File: config.mk
export PLATFORM = sky130hd
export DESIGN_NAME = bit_entry_debouncer
export DESIGN_NICKNAME = d
export VERILOG_FILES = /design/src/rtl/seq_det_pkg.sv /design/src/rtl/sync_2ff.sv /design/src/rtl/bit_entry_debouncer.sv
export SDC_FILE = /design/constraint.sdc
export NUM_CORES = 1
export LEC_CHECK = 0
export ABC_AREA = 1
export CORE_MARGIN = 2
export CORE_UTILIZATION = 45
export CTS_BUF_LIST = sky130_fd_sc_hd__clkbuf_16
export DETAILED_ROUTE_END_ITERATION = 8
export SYNTH_ARGS = -nofsm -noshare
export SYNTH_HDL_FRONTEND = slang
export SYNTH_HIERARCHICAL = 1
export SYNTH_SLANG_ARGS = --single-unit
File: constraint.sdc
create_clock -name clk -period 1.7 [get_ports clk]
set_input_delay 0.17 -clock clk [delete_from_list [all_inputs] [get_ports clk]]
set_output_delay 0.17 -clock clk [all_outputs]
set_load 0.005 [all_outputs]
File: src/rtl/seq_det_pkg.sv
// seq_det_pkg: shared types and constants for the bit-entry front end and sequence detector
// Contents: debounce_state_t (debouncer FSM states), SYNC_STAGES (synchroniser depth),
//           max_int (constant helper for sizing counters)
package seq_det_pkg;
  typedef enum logic [1:0] {
    IDLE         = 2'd0,
    PRESS_WAIT   = 2'd1,
    PRESSED      = 2'd2,
    RELEASE_WAIT = 2'd3
  } debounce_state_t;

  localparam int SYNC_STAGES = 2;

  function automatic int max_int(input int a, input int b);
    return (a > b) ? a : b;
  endfunction
endpackage

File: src/rtl/sync_2ff.sv
// sync_2ff: flop-chain synchroniser for one asynchronous input bit
// Ports: clk (sampling clock), rst_n (async active-low reset, chain loads RST_VAL),
//        d (asynchronous input), q (synchronised output)
module sync_2ff
  import seq_det_pkg::*;
#(
  parameter logic RST_VAL = 1'b0
) (
  input  logic clk,
  input  logic rst_n,
  input  logic d,
  output logic q
);
  logic [SYNC_STAGES-1:0] ff;

  always_ff @(posedge clk or negedge rst_n) begin
    if (!rst_n) ff <= {SYNC_STAGES{RST_VAL}};
    else        ff <= {ff[SYNC_STAGES-2:0], d};
  end

  assign q = ff[SYNC_STAGES-1];
endmodule

File: src/rtl/bit_entry_debouncer.sv
// bit_entry_debouncer: synchronises the bit switch, debounces the step key, one ena strobe per press
// Ports: clk (all logic on posedge), rst_n (async active-low reset),
//        key_n (raw active-low pushbutton), sw_bit (raw slide switch),
//        sig_to_test (bit captured at the strobe, held until the next),
//        ena (one-cycle strobe), key_held (debounced key level, 1 = pressed)
// Optional build macro AUTO_REPEAT_EN: repeat the strobe every REPEAT_CYCLES while the key stays pressed.
module bit_entry_debouncer
  import seq_det_pkg::*;
#(
  parameter int DEBOUNCE_CYCLES = 50000,
  parameter int REPEAT_CYCLES   = 25000000
) (
  input  logic clk,
  input  logic rst_n,
  input  logic key_n,
  input  logic sw_bit,
  output logic sig_to_test,
  output logic ena,
  output logic key_held
);
  localparam int CNT_W = $clog2(max_int(DEBOUNCE_CYCLES, REPEAT_CYCLES)) + 1;
  localparam logic [CNT_W-1:0] DEB_MAX = CNT_W'(DEBOUNCE_CYCLES - 1);
  localparam logic [CNT_W-1:0] CNT_ONE = CNT_W'(1);
`ifdef AUTO_REPEAT_EN
  localparam logic [CNT_W-1:0] REP_MAX = CNT_W'(REPEAT_CYCLES - 1);
`endif

  logic k, s, strobe, armed;
  logic [SYNC_STAGES-1:0] prime;
  logic [CNT_W-1:0] cnt_q, cnt_d;
  debounce_state_t state_q, state_d;

  sync_2ff #(.RST_VAL(1'b1)) u_key_sync (.clk(clk), .rst_n(rst_n), .d(key_n),  .q(k));
  sync_2ff #(.RST_VAL(1'b0)) u_sw_sync  (.clk(clk), .rst_n(rst_n), .d(sw_bit), .q(s));

  // prime fills with ones as real samples displace the synchroniser's reset values.
  // armed is set only once a genuine high key level has been seen in IDLE, so a key
  // held through reset must be released and pressed again before it can strobe.
  always_ff @(posedge clk or negedge rst_n) begin
    if (!rst_n) begin
      state_q     <= IDLE;
      cnt_q       <= '0;
      ena         <= 1'b0;
      sig_to_test <= 1'b0;
      prime       <= '0;
      armed       <= 1'b0;
    end else begin
      state_q     <= state_d;
      cnt_q       <= cnt_d;
      ena         <= strobe;
      sig_to_test <= strobe ? s : sig_to_test;
      prime       <= {prime[SYNC_STAGES-2:0], 1'b1};
      armed       <= armed | (state_q == IDLE && k && prime[SYNC_STAGES-1]);
    end
  end

  always_comb begin
    state_d = state_q;
    cnt_d   = cnt_q;
    strobe  = 1'b0;
    case (state_q)
      IDLE: begin
        cnt_d = '0;
        if (!k && armed) state_d = PRESS_WAIT;
      end
      PRESS_WAIT: begin
        if (k) begin
          state_d = IDLE;
          cnt_d   = '0;
        end else if (cnt_q == DEB_MAX) begin
          state_d = PRESSED;
          cnt_d   = '0;
          strobe  = 1'b1;
        end else begin
          cnt_d = cnt_q + CNT_ONE;
        end
      end
      PRESSED: begin
        if (k) begin
          state_d = RELEASE_WAIT;
          cnt_d   = '0;
`ifdef AUTO_REPEAT_EN
        end else if (cnt_q == REP_MAX) begin
          cnt_d  = '0;
          strobe = 1'b1;
        end else begin
          cnt_d = cnt_q + CNT_ONE;
`else
        end else begin
          cnt_d = '0;
`endif
        end
      end
      RELEASE_WAIT: begin
        if (!k) begin
          state_d = PRESSED;
          cnt_d   = '0;
        end else if (cnt_q == DEB_MAX) begin
          state_d = IDLE;
          cnt_d   = '0;
        end else begin
          cnt_d = cnt_q + CNT_ONE;
        end
      end
      default: begin
        state_d = IDLE;
        cnt_d   = '0;
      end
    endcase
  end

  always_comb begin
    key_held = (state_q == PRESSED) || (state_q == RELEASE_WAIT);
  end
endmodule

# Word-level counts from Yosys, hierarchy flattened
# Index checks and enable logic that the tools add are counted.
# op_classes
add_sub_neg	1
eq_ne	8
muxes	14
n_bitwise	1
reduce_logical	8
# op_table
cell	count
$mux W26	3
$pmux W26 S3	1
$add A26 B1 Y26 const B	1
$eq A26 B16 Y1 const B	1
$mux W2	6
$pmux W2 S4	1
$eq A2 B2 Y1 const B	2
$ne A2 B1 Y1 const B	2
$reduce_and A4 Y1	1
$logic_and A1 B1 Y1	3
$mux W1	3
$ne A3 B2 Y1 const B	1
$ne A3 B3 Y1 const B	1
$eq A2 B1 Y1 const B	1
$logic_not A2 Y1	1
$reduce_or A2 Y1	1
$logic_not A1 Y1	1
$logic_or A1 B1 Y1	1
$or A1 B1 Y1	1
# totals
ff_bits	37
input_bits	4
out_inout_bits	3
elab_cells	40

# Logic depth before layout (Yosys ltp)
# logic_depth
depth_word	4
depth_mapped	11
ltp_nobuf	10

# Modules after synthesis
# The synthesis kept the hierarchy.
# modules_own_cells
module	instances	cells_per_inst	area_per_inst_um2	seq_area_each_um2
bit_entry_debouncer	1	281	1979.4	825.8
sync_2ff (u_key_sync)	1	2	52.6	52.6
sync_2ff (u_sw_sync)	1	2	50.0	50.0

# Worst setup path after synthesis
# Ideal clock, no wire load.
# synth_timing
path_kind	register -> register
start	register cnt_q[0]
end	register with a tool-made name
setup_time_ns	0.117
t_arrival_ns	1.396
t_required_ns	1.583
slack_ns	0.187
path_stages_with_launch	10
period_less_slack_ns	1.513
path_cell_list	dfrtp_1 > ha_1 > nand3_2 > nor3_2 > nand2_1 > nand2_2 > buf_6 > nand2_2 > nand2_1 > nand2_1
# synth_lines
item	line	rtl
start: declaration	bit_entry_debouncer.sv:30	logic [CNT_W-1:0] cnt_q, cnt_d;
start signal: assignment	bit_entry_debouncer.sv:49	cnt_q <= cnt_d;

# Worst setup path after layout
# layout_timing
start	register cnt_q[1]
end	register cnt_q[10]
# layout_between
elab_chain_cells	4
elab_cells_between_ends	6
classes_between	1 x add/sub; 1 x eq/ne; 4 x mux
# layout_rtl
item	line	rtl
$add A26 B1 Y26 or $eq A26 B16 Y1 (tied branches)	n/a	
$mux W26 *	bit_entry_debouncer.sv:70, bit_entry_debouncer.sv:98	
$mux W26, on equally long branches	bit_entry_debouncer.sv:95, bit_entry_debouncer.sv:67	
$pmux W26 S3 *	bit_entry_debouncer.sv:61	case (state_q)
net cnt_d[10]	bit_entry_debouncer.sv:30	
# The timed path passes the listed nets; every way through them passes the cells marked *.
# A chain may end at the register's enable or synchronous reset.

==> impl_metrics.yaml <==
critical_path:
  path_cells: "ha_1 > nand2_1 > nor2_2 > nand2_1 > inv_1 > nand3_1 > xor2_1 > nor2_1"
  cpLargestDelayFamily: "simple AND/OR/NAND/NOR gates"
  worstSetupStartpointType: "register"
  worst_ep_required_time_ps: 1870
  max_stage_delay_ps: 370
  end_kind: "register"
  critPathArrivalTime_ps: 1710
  crit_buf_inv: 1
  cp_common_cell: "nand2_1"
  crit_slowest_cell: "dfrtp_1"
  crit_path_max_fanout: 5
  worstSetupPathType: "reg -> reg"
final_layout:
  drive_above_1_share_pct: 13.2
  post-route-util_pct: 54.9
  syn_to_final_growth_pct: 16.4
  fillers: 427
  final_common_cell: "nand2_1"
  nets: 307
  antennaDiodeCount: 0
  final_cell_mix: "75 x nand2_1, 71 x nor2_1, 35 x dfrtp_1"
outcome:
  status: "finished, final reports clean"
floorplanning:
  die_area_sq_um: 5190
  ioPinCount: 7
  core_sq_um: 4410
  die_h_um: 72.0
  start_util_pct: 47.2
  die_width_um: 72.0
  rows: 24
timing:
  drv_slew: 0
  fin_tns_setup_ps: 0
  clock.fmax_mhz: 648
  worstMarginPinSlew_ps: 490
  fin_crit_ps: 1540
  hold_viol: 0
  slew-limit-headroom_pct: 67.1
  rsz0062_at_grt: "false"
  finalCritPeriodShare_pct: 90.8
  skew_ps: 7.24
  setup_viol: 0
cts:
  ctsHtreeMaxLevel: 2
  cts_tree: "built"
  numCtsBuffers: 5
  post-cts-setup-buffers: 0
  cts_buffer_depth: 2
  clkLatencyLatePin_ps: 280
  clkTransAtPathRegs_ps: 50
  clock-root-buffer: "clkbuf_16"
  cts_sinks: 37
routing:
  drt-total-wl_um: 4720
  wl_per_cell_um: 13.3
  vias: 1789
  antenna_left: 0
  drt-vias-per-instance: 5.04
  drc_errors: 0
  firstDrtPassIters: 4
  drt_iter0_markers: 99
place:
  io_buffer_count: 6
  place_congestion: 0.934
  dp_hpwl_um: 3600
grt:
  antenna_found_initial: 0
  grt_max_degree: 21
  grt_pass1_vias: 1726
  grt_pass1_wl_um: 8120
  grt_use_total_pct: 20.8
  overflow: 0
synth:
  syn_nets: 290
  yosys_register_bits: 37
  yosysUniqueCellTypes: 30
  post_synth.cell_area_avg_sq_um: 7.31
  synth_warnings: 6
  syn_inst: 285
  ys_seq_area_share_pct: 44.6
  mappedNetlistArea_sq_um: 2080
power:
  p_leak_nw: 1.09
  vdd_ir_drop_max_v: 0.000528
  p_per_area_nw_per_um2: 982
min_path:
  hold_path_class: "in -> reg"
job:
  maxCapViolations: 0
==> cell usage after synthesis, drive strengths merged <==
| cell type | n | area share [%] |
|---|---|---|
| a211oi | 1 | 0.36 |
| a21oi | 3 | 0.72 |
| a31o | 1 | 0.42 |
| buf | 2 | 0.90 |
| clkbuf | 1 | 0.18 |
| clkinv | 1 | 0.24 |
| conb | 1 | 0.18 |
| dfrtp | 35 | 42 |
| dfstp | 2 | 2.5 |
| ha | 1 | 0.60 |
| inv | 32 | 5.8 |
| nand2 | 83 | 16 |
| nand3 | 12 | 3.1 |
| nand3b | 3 | 1.1 |
| nand4 | 8 | 2.4 |
| nor2 | 79 | 16 |
| nor3 | 11 | 3.4 |
| nor3b | 1 | 0.36 |
| o21ai | 1 | 0.24 |
| xnor2 | 3 | 1.3 |
| xor2 | 4 | 1.7 |
==> report_power, final <==
| part | leakage, nW | total, W | internal [W] | switching (W) |
|---|---|---|---|---|
| clock network | 0.0850 | 0.00102 | 0.000683 | 0.000338 |
| logic | 0.517 | 0.000376 | 0.000158 | 0.000218 |
| registers | 0.491 | 0.000984 | 0.000932 | 0.0000520 |
==> state kept, by name, indices dropped and copies added, names as in the netlist, named ones only <==
signal         count
ena                1
u_key_sync/ff      2
sig_to_test        1
state_q            1
armed              1
prime              2
cnt_q             26
u_sw_sync/ff       2
==> logic make-up (layout without fill, tap and decap cells) <==
kind of cell             Yosys count  in the layout  share of synthesized area, %
adder cells (fa/ha/maj)            1              1                         0.601
flip-flops                        37             37                          44.6
other                              1              1                         0.180
buffers and inverters             36             54                          7.09
AND/OR/NAND/NOR                  197            197                          42.8
XOR/XNOR                           7              7                          2.94
AO/OA/AOI/OAI                      6              6                          1.74
==> worst paths after layout <==
kind	from	to	slack, ps	cells past startpoint
max reg2reg	cnt_q[1]$_DFF_PN0_	cnt_q[10]$_DFF_PN0_	160	8
max	cnt_q[1]$_DFF_PN0_	cnt_q[10]$_DFF_PN0_	160	8
min in group asynchronous	rst_n	sig_to_test$_DFFE_PN0P_	380	2
min reg2reg	u_sw_sync/ff[0]$_DFF_PN0_	u_sw_sync/ff[1]$_DFF_PN0_	350	0
min	key_n	u_key_sync/ff[0]$_DFF_PN1_	300	1
max in group asynchronous	rst_n	u_key_sync/ff[0]$_DFF_PN1_	770	3
==> final cells by class <==
type                       count  area [sq um]  share of cell area, %
tap                           52          65.1                   2.68
timing repair buffer          13           135                   5.58
clock inverter                 3          38.8                   1.60
clock buffer                   5           125                   5.16
multi-input combinational    212          1010                   41.5
sequential                    37           928                   38.3
inverter                      33           125                   5.16
==> metrics by stage <==
step                area [sq um]  total power [W]  std cells  setup WS (ps)  hold WS (ps)
CTS                         2420          0.00241        355            165           298
detailed placement          2250          0.00138        346            161           156
floorplan                   2080          0.00123        285            187          -126
finish                      2420          0.00238        355            157           303
global route                2420          0.00250        355           3.97           317
global placement            2250          0.00138        346            216           145
==> per-layer routing <==
layer  GRT usage (%)  vias to the layer above  wire, um
met5               0                        -         0
met4            6.50                        0        60
met3            4.17                        6       264
met2            31.6                       47      2010
met1            30.0                      819      2380
li1                -                      917         -
==> timing repair <==
| action | in CTS | in global routing |
|---|---|---|
| gates resized for setup | 0 | 0 |
| hold endpoints to repair | 16 | 0 |
| hold buffers | 1 | 0 |
Power figures use the tool's default switching activity.
